**config.mk**
```make
export PLATFORM = sky130hd
export DESIGN_NAME = imem_fetch_ctrl
export DESIGN_NICKNAME = d
export VERILOG_FILES = /design/src/rtl/riscv_pkg.sv /design/src/rtl/imem_fetch_ctrl.sv
export SDC_FILE = /design/constraint.sdc
export NUM_CORES = 1
export LEC_CHECK = 0
export ABC_AREA = 1
export CORE_MARGIN = 5
export CORE_UTILIZATION = 48
export CTS_BUF_LIST = sky130_fd_sc_hd__clkbuf_8 sky130_fd_sc_hd__clkbuf_16
export DETAILED_ROUTE_END_ITERATION = 6
export PLACE_DENSITY_LB_ADDON = 0.1
export SLEW_MARGIN = 40
export SYNTH_ARGS = -nofsm -noshare
export SYNTH_HDL_FRONTEND = slang
export SYNTH_SLANG_ARGS = --single-unit
export TNS_END_PERCENT = 30
```
**constraint.sdc**
```tcl
create_clock -name clock -period 6.6 [get_ports clock]
set_input_delay 1.32 -clock clock [delete_from_list [all_inputs] [get_ports clock]]
set_output_delay 1.32 -clock clock [all_outputs]
set_load 0.005 [all_outputs]
```
**src/rtl/riscv_pkg.sv**
```systemverilog
// riscv_pkg: fetch-stage types and constants shared by the instruction-memory controller.
package riscv_pkg;
  typedef enum logic [1:0] {LOAD, RUN, DRAIN, HALT} fetch_state_e;
  localparam int INSTR_BYTES = 4;
  localparam int DEFAULT_START_PC = 4;
endpackage

```
**src/rtl/imem_fetch_ctrl.sv**
```systemverilog
// imem_fetch_ctrl: byte-serial program load into instruction memory, then PC-driven fetch to decode.
module imem_fetch_ctrl
  import riscv_pkg::*;
#(
  parameter int AW = 8,
  parameter int START_PC = DEFAULT_START_PC
) (
  input  logic          clock,
  input  logic          reset,
  input  logic          ld_valid,
  input  logic [7:0]    ld_byte,
  input  logic          ld_last,
  output logic          ld_ready,
  output logic          mem_we,
  output logic [AW-1:0] mem_waddr,
  output logic [7:0]    mem_wdata,
  output logic [AW-1:0] mem_raddr,
  input  logic [31:0]   mem_rdata,
  output logic [31:0]   instr,
  output logic [AW-1:0] instr_pc,
  output logic          instr_valid,
  input  logic          id_ready,
  input  logic          branch_valid,
  input  logic [AW-1:0] branch_target,
  output logic          halted,
  output logic          load_ovf,
  output logic          misalign
);
  fetch_state_e  state_q;
  logic [AW:0]   pc_q, prog_end_q;
  logic [AW-1:0] ld_ptr_q, instr_pc_q;
  logic [31:0]   instr_q;
  logic          instr_valid_q, halted_q, load_ovf_q, misalign_q;
  logic          fits, fire;
  // PC and program end carry one extra bit so a program filling all of memory ends at 2**AW.
  assign fits = (pc_q + (AW+1)'(INSTR_BYTES)) <= prog_end_q;
  assign fire = (state_q == RUN) && (!instr_valid_q || id_ready) && fits;
  assign ld_ready = state_q == LOAD;
  assign mem_we = ld_ready && ld_valid;
  assign mem_waddr = ld_ptr_q;
  assign mem_wdata = ld_byte;
  assign mem_raddr = pc_q[AW-1:0];
  assign instr = instr_q;
  assign instr_pc = instr_pc_q;
  assign instr_valid = instr_valid_q;
  assign halted = halted_q;
  assign load_ovf = load_ovf_q;
  assign misalign = misalign_q;
  always_ff @(posedge clock) begin
    if (!reset) begin
      state_q <= LOAD;
      pc_q <= (AW+1)'(START_PC);
      prog_end_q <= '0;
      ld_ptr_q <= '0;
      instr_q <= '0;
      instr_pc_q <= '0;
      instr_valid_q <= 1'b0;
      halted_q <= 1'b0;
      load_ovf_q <= 1'b0;
      misalign_q <= 1'b0;
    end else begin
      case (state_q)
        LOAD: if (ld_valid) begin
          ld_ptr_q <= ld_ptr_q + AW'(1);
          if (ld_last) begin
            prog_end_q <= {1'b0, ld_ptr_q} + (AW+1)'(1);
            state_q <= RUN;
          end else if (&ld_ptr_q) begin
            load_ovf_q <= 1'b1;
            prog_end_q <= (AW+1)'(2**AW);
            state_q <= RUN;
          end
        end
        RUN, DRAIN: if (branch_valid) begin
          instr_valid_q <= 1'b0;
          pc_q <= {1'b0, branch_target[AW-1:2], 2'b00};
          state_q <= RUN;
          if (|branch_target[1:0]) misalign_q <= 1'b1;
        end else if (state_q == RUN) begin
          if (fire) begin
            instr_q <= mem_rdata;
            instr_pc_q <= pc_q[AW-1:0];
            instr_valid_q <= 1'b1;
            pc_q <= pc_q + (AW+1)'(INSTR_BYTES);
          end else begin
            if (id_ready) instr_valid_q <= 1'b0;
            if (!fits) state_q <= DRAIN;
          end
        end else if (!instr_valid_q || id_ready) begin
          instr_valid_q <= 1'b0;
          halted_q <= 1'b1;
          state_q <= HALT;
        end
        default: ;
      endcase
    end
  end
endmodule

```
==> results.md, run 1 <==
* Status: finished clean
* Max clock buf depth at 2
* Vias in the first global route at 3,089
* Share of the synthesized area in the top cell type at 40.4%
* VDD IR max at 236 µV
* CP Data Arrival Time at 3120 ps
* Setup ws final at 2160 ps
* Min-Delay Path Class: register to register
* CP Capture Type: output port
* Number of fillers in the final layout at 619
* Max_cap viols at 0
* Syn avg cell area at 7.15 µm²
* Final Cell Area at 4530 µm²
* Number of synthesized flops with an enable pin at 0
* Post-CTS sizing at 0
* Leakage at 1.68 nW
* Hold buffers post-CTS at 0
* Dominant synthesized flop cell: dfxtp_1
* Worst endpoint required time at 5280 ps
* CP Max Fanout at 18
* Sequential share of the synthesized area at 40.4%
* Routed wire length at 8.65 mm
* Unrepaired setup endpoints after global routing: no
* First-pass GRT wire length at 14.0 mm
* # setup viols final at 0
* Clock-pin slew on the worst setup and hold paths at 80 ps
* Rel. slew slack at 45.6%
* Area leader, netlist: dfxtp_1
* Clk_lat worst skew at 350 ps
* Port bufs at 103
* Placer Congestion at 0.850
* Clock sinks at 68
* WS Path Type: primary input to output port
* Initial antenna violation count at 0
* Share of post-route cells with drive strength above 1 at 4.54%
* Final ANT Viol Nets at 0
* Min cycle time layout at 4440 ps
* Routed len/inst at 13.4 µm
* Syn Inst Count at 472
* Ports at 124
* Fraction of registers with async set/reset at 0%
* CTS tree: yes
* FF+latch count, synth at 68
* Synth area leaders: dfxtp_1 40%, nand2_1 13%, a21oi_1 8.8%
* ANT cells at 0
* Layout net count at 612
* Setup Buffers After CTS at 0
* Placed Area at 4300 µm²
* Synthesized area at 3370 µm²
* Hold Vio Cnt, Final at 0
* Vias at 3,249
* Distinct cells, synth at 26
* Commonest non-fill, non-tap cell in the layout: nand2_1
* Gr ovfl total at 0
* Iter 0 DRT Violations at 145
* Largest net degree at the start of global routing at 60
* Final core occ at 66.3%
* First-pass DRT Iterations at 4
* Chip Height at 93.8 µm
* Area grow syn2layout at 34.2%
* Core Area at 6830 µm²
* Dpl ws at 2200 ps
* Final slew viol count at 0
* Num rows at 30
* Area taken by multi-input logic gates at 1590 µm²
* Setup TNS at 0 ps
* Power Density at 345 nW/µm²
* Post-DP HPWL at 6.05 mm
* Die ar. at 8800 µm²
* DRC viols at 0
* Starting Density at 49.4%
* Root buffer cell: clkbuf_8
* GRT Overall Usage at 19.8%
* Reg2Reg Setup Slack at 3160 ps
* Vias per cell at 5.02
* Register area at 1360 µm²
* Worst clock skew at 12.8 ps
* Final Cycle Share at 67.2%
* CTS buffer count at 9
* H-tree lvl count at 3
* Worst Setup Start Kind: primary input
* Placed cells at 631
* Peak Freq at 225 MHz
* Die X at 93.8 µm
* Most frequent cells in the layout: 118 x nand2_1, 103 x clkdlybuf4s50_1, 68 x dfxtp_1, 59 x a21oi_1, 46 x nand4_1
* Syn. warnings at 0
* Fin cells at 647
* Least-Margin Pin Slew at 813 ps
[path summary, 6_finish.rpt]
kind	startpoint	end	depth (start not counted)
hold reg to reg	halted	halted	2
setup reg to reg	pc_q[2]	instr[13]	14
setup / recovery	ld_valid	mem_we	4
hold / removal	halted	halted	2
[through the flow]
stage                     hold slack (ps)  total power [mW]
final                                 457              1.56
after detailed placement              447              1.19
after floorplan                       441             0.973
after global placement                440              1.17
after CTS                             460              1.58
after global routing                  479              1.68
[cells in the mapped netlist (all sizes together), types with 2 or more instances]
| master | count |
|---|---|
| o21bai | 2 |
| a21oi | 59 |
| nand2 | 119 |
| nand3 | 28 |
| dfxtp | 68 |
| ha | 12 |
| o21ai | 5 |
| nand4 | 46 |
| nor2 | 34 |
| clkbuf | 7 |
| nor3 | 2 |
| or2 | 2 |
| buf | 38 |
| inv | 44 |
[kinds of logic after synthesis]
family,count (synthesis),synth area share (%)
AND/OR/NAND/NOR,232,30.9
buffers and inverters,90,13.4
flip-flops,68,40.4
AO/OA/AOI/OAI,67,10.2
adder cells (fa/ha/maj),12,4.45
other,1,0.111
XOR/XNOR,1,0.260
multiplexers,1,0.297
[area by class of cell]
class,count,share of cell area (%)
clock buffers,9,2.74
clock inverters,7,2.18
inverters,45,3.79
multi-input cells,317,35.0
flip-flops and latches,68,30.1
well taps,96,2.65
repair buffers,105,23.5
[worst max-delay path: stages]
cell and delay, ps:
clkdlybuf4s50_1 450, nand2_1 290, clkinv_1 460, clkdlybuf4s50_1 590
[where the power goes]
group          switching, mW  internal [mW]
combinational          0.385          0.268
sequential            0.0493          0.476
clock                  0.169          0.215
total                  0.603          0.958
[registers in the layout, summed over array words and instances, names as in the netlist]
register / cells
instr_valid: 1
prog_end_q: 9
halted: 1
mem_waddr: 8
state_q: 2
instr_pc: 6
pc_q: 7
misalign: 1
load_ovf: 1
instr: 32
[per-layer routing]
layer / track usage, % / share of wire [%]
met3: 5.13 / 6.9
met1: 24.7 / 43
met2: 32.1 / 48
met4: 8.42 / 1.4
met5: 0 / 0
(Power assumes the default switching activity.)
==> inputs of run 2 (changes only) <==
CORE_UTILIZATION = 40   (was 48)
clock period = 3.9 ns   (was 6.6 ns; I/O delays follow)
==> results.md, run 2 (synthesized netlist as in run 1, its figures left out) <==
* Clk_lat worst skew at 340 ps
* Chip Height at 102 µm
* Rel. slew slack at 48.6%
* Die ar. at 10,400 µm²
* Min cycle time layout at 3140 ps
* Setup TNS at 0 ps
* Worst clock skew at 10.1 ps
* Die X at 102 µm
* Vias per cell at 4.95
* DRC viols at 0
* Root buffer cell: clkbuf_8
* WS Path Type: register to register
* Leakage at 1.67 nW
* Setup Buffers After CTS at 0
* Placer Congestion at 0.858
* Cell-by-cell trace of the critical path: ha_1, nand3_1, nor2_1, nand2_1, nand2_1, nand2_1, ha_1, nand2_1, inv_1, a21oi_1, nand2_1, nand2_2, nand3_2, nand2_1, a21oi_1
* Power Total at 2.55 mW
* ANT cells at 0
* Initial antenna violation count at 0
* GRT Overall Usage at 17.2%
* Share of post-route cells with drive strength above 1 at 4.70%
* Psw at 999 µW
* Hold Vio Cnt, Final at 0
* Commonest non-fill, non-tap cell in the layout: nand2_1
* Comb power frac at 43.6%
* Final core occ at 54.7%
* CP delay by family, top: simple AND/OR/NAND/NOR gates
* Starting Density at 41.1%
* Core Area at 8220 µm²
* Post-DP HPWL at 6.20 mm
* Num rows at 33
* Final Cycle Share at 80.6%
* Status: finished clean
* Routed len/inst at 13.5 µm
* Clock power frac at 21.4%
* Critical path's slowest cell: nand3_2
* Flop pwr share at 35.0%
* Min-Delay Path Class: register to register
* Worst path bufs/invs at 1
* Placed cells at 642
* First-pass GRT wire length at 14.4 mm
* Most common cell on crit path: nand2_1
* Peak Freq at 318 MHz
* Worst Setup Start Kind: register
* Worst endpoint required time at 4090 ps
* CP Max Fanout at 38
* Sw Ratio at 39.3%
* Unrepaired setup endpoints after global routing: no
* First-pass DRT Iterations at 4
* CTS tree: yes
* CP Data Arrival Time at 3340 ps
* VDD IR max at 334 µV
* Vias in the first global route at 3,039
* Port bufs at 103
* Fin cells at 658
* Least-Margin Pin Slew at 770 ps
* Gr ovfl total at 0
* Iter 0 DRT Violations at 124
* Clock sinks at 68
* Post-CTS sizing at 0
* Final ANT Viol Nets at 0
* Hold buffers post-CTS at 0
* Final slew viol count at 0
* H-tree lvl count at 3
* Max clock buf depth at 2
* Most frequent cells in the layout: 118 x nand2_1, 103 x clkdlybuf4s50_1, 68 x dfxtp_1, 59 x a21oi_1, 46 x nand4_1
* Ports at 124
* Clock-pin slew on the worst setup and hold paths at 70 ps
* Layout net count at 614
* CP Capture Type: register
* Internal Power at 1.55 mW
* CTS buffer count at 9
* Max_cap viols at 0
* Vias at 3,259
* Slowest stage delay, CP at 650 ps
* Largest net degree at the start of global routing at 60
* # setup viols final at 0
* Power Density at 567 nW/µm²
* Max reg flops at 32
* Routed wire length at 8.90 mm
* Area grow syn2layout at 33.2%
run 2: routing by layer:
metal  part of all wire (%)  global-route usage, %  up-vias
met5                      0                      0        -
met4                    1.1                   6.05        0
met3                    8.0                   5.32        9
met2                     46                   26.6       95
met1                     45                   22.8     1464
li1                       -                      -     1691
run 2: layout make-up:
cell class | count | area [µm²]
sequential | 68 | 1360
clock inverter | 4 | 23.8
clock buffer | 12 | 165
timing repair buffer | 107 | 1060
tap | 105 | 131
inverter | 45 | 171
fill | 822 | 3720
multi-input combinational | 317 | 1580
run 2: path summary, 6_finish.rpt:
kind	from	to	slack, ps	depth (start not counted)
setup / recovery	pc_q[3]	instr_pc[7]	760	15
hold reg to reg	halted	halted	460	2
hold / removal	halted	halted	460	2
setup reg to reg	pc_q[3]	instr_pc[7]	760	15
run 2: stage by stage:
stage / worst slack (ps) / hold WS, ps / cell area [µm²]
after floorplan: 1660 / 441 / 3380
after global placement: 829 / 442 / 4300
after detailed placement: 728 / 451 / 4300
after CTS: 717 / 462 / 4490
after global routing: 369 / 484 / 4490
final: 755 / 461 / 4490
run 2: power groups by stage:
| stage | Clock [mW] | Sequential, mW | Combinational (mW) |
|---|---|---|---|
| finish | 0.545 | 0.892 | 1.11 |
| global route | 0.591 | 0.912 | 1.26 |
| CTS | 0.561 | 0.893 | 1.12 |
| detailed placement | 0 | 0.908 | 1.12 |
| global placement | 0 | 0.906 | 1.11 |
| floorplan | 0 | 0.898 | 0.749 |
run 2: worst reg2reg max path, cell delays in order, from the launching register on:
cell     delay, ps
dfxtp_1        430
ha_1           230
nand3_1        100
nor2_1         170
nand2_1         70
nand2_1         60
nand2_1         70
ha_1           290
nand2_1         90
inv_1           40
a21oi_1        140
nand2_1         80
nand2_2        230
nand3_2        660
nand2_1        270
a21oi_1         90
==> inputs of run 3 (changes only) <==
clock period = 2.6 ns   (was 3.9 ns; I/O delays follow)
==> results.md, run 3 (synthesized netlist as in run 1, its figures left out) <==
* Status: finished clean
* Gr ovfl total at 0
* # setup viols final at 0
* CTS tree: yes
* Vias per cell at 5.11
* Met3 wire len at 682 µm
* Max_cap viols at 0
* Clock power frac at 21.0%
* Power Total at 4.38 mW
* Number of fillers in the final layout at 772
* Worst endpoint required time at 2810 ps
* Core Area at 8220 µm²
* Final core occ at 59.1%
* Area grow syn2layout at 44.0%
* Dpl ws at 104 ps
* DRC viols at 0
* CP Data Arrival Time at 2710 ps
* Hold buffers post-CTS at 0
* Iter 0 DRT Violations at 147
* Layout net count at 632
* Min cycle time layout at 2500 ps
* Sw Ratio at 38.6%
* Reg2reg path depth at 15
* Hold depth at 2
* Die X at 102 µm
* Worst Setup Start Kind: register
* WS Path Type: register to register
* Chip Height at 102 µm
* Routed wire length at 10.1 mm
* Num rows at 33
* Min-Delay Path Class: register to register
* Root buffer cell: clkbuf_8
* CP Capture Type: register
* First-pass DRT Iterations at 4
* Vias at 3,453
* Met2 WL at 4.81 mm
* Max clock buf depth at 2
* Setup ws final at 102 ps
* Largest net degree at the start of global routing at 41
* Most frequent cells in the layout: 114 x nand2_1, 103 x clkdlybuf4s50_1, 65 x dfxtp_1, 59 x a21oi_1, 46 x nand4_1
* Port bufs at 103
* Placed Area at 4410 µm²
* Post-DP HPWL at 6.71 mm
* VDD IR max at 415 µV
* Starting Density at 41.1%
* Worst clock skew at 12.4 ps
* Placer Congestion at 0.862
* Share of post-route cells with drive strength above 1 at 10.5%
* CTS buffer count at 9
* Final Cycle Share at 96.1%
* Die ar. at 10,400 µm²
* Clock-pin slew on the worst setup and hold paths at 70 ps
* Final Cell Area at 4860 µm²
* CP Max Fanout at 7
* Internal Power at 2.69 mW
* Hold Vio Cnt, Final at 0
* Clk_lat worst skew at 350 ps
* Ports at 124
* GRT Overall Usage at 18.4%
* Psw at 1.69 mW
* Routed len/inst at 14.9 µm
* Initial antenna violation count at 0
* Clock sinks at 68
* Peak Freq at 400 MHz
* Comb power frac at 48.5%
* Uppermost layer routed: met4
* Final ANT Viol Nets at 0
* Power Density at 902 nW/µm²
* First-pass GRT wire length at 15.2 mm
* H-tree lvl count at 3
* Max reg flops at 32
* Vias in the first global route at 3,209
* Leakage at 1.82 nW
* Final slew viol count at 0
* Flop pwr share at 30.5%
* ANT cells at 0
* M1 WL at 4.42 mm
* Commonest non-fill, non-tap cell in the layout: nand2_1
* Setup TNS at 0 ps
==> run 3: power by group through the flow <==
stage,logic (mW),clock network [mW],registers (mW)
floorplan,1.12,0,1.35
global placement,1.80,0,1.34
detailed placement,1.82,0,1.34
CTS,1.83,0.937,1.32
global route,2.35,0.990,1.36
finish,2.12,0.920,1.34
==> run 3: layout make-up <==
| cell class | instances | area [µm²] | area share [%] |
|---|---|---|---|
| clock buffers | 11 | 151 | 3.12 |
| clock inverters | 5 | 60.1 | 1.24 |
| inverters | 45 | 169 | 3.48 |
| multi-input cells | 317 | 1670 | 34.4 |
| flip-flops and latches | 68 | 1370 | 28.1 |
| well taps | 105 | 131 | 2.71 |
| repair buffers | 125 | 1310 | 27.0 |
==> run 3: what timing repair did <==
item                       CTS  global route
gates resized for setup      0            28
setup endpoints to repair    0            48
setup buffers                0             1
==> run 3: worst paths after layout <==
| check | start | to | slack [ps] |
|---|---|---|---|
| min reg2reg | halted | halted | 460 |
| max | pc_q[2] | instr_pc[3] | 100 |
| min | halted | halted | 460 |
| max reg2reg | pc_q[2] | instr_pc[3] | 100 |
==> run 3: critical path: stages (launching register included) <==
cell	delay, ps
dfxtp_2	380
ha_4	160
nand3_2	130
nor2_4	170
nand2_1	80
nand2_1	90
nand2_2	70
ha_4	260
nand2_1	70
nor2_2	140
nand4_1	150
nand2_4	140
nand3_4	180
clkbuf_16	230
nand2_1	50
a21oi_1	60
==> run 3: per-stage QoR <==
step | hold slack, ps | cells
final | 458 | 676
after global routing | 475 | 676
after CTS | 457 | 669
after detailed placement | 446 | 653
after global placement | 443 | 653
after floorplan | 441 | 475
==> run 3: per-layer routing <==
layer / GRT usage (%) / vias to the layer above
li1: - / 1734
met1: 25.1 / 1604
met2: 28.6 / 99
met3: 4.23 / 16
met4: 6.76 / 0
met5: 0 / -
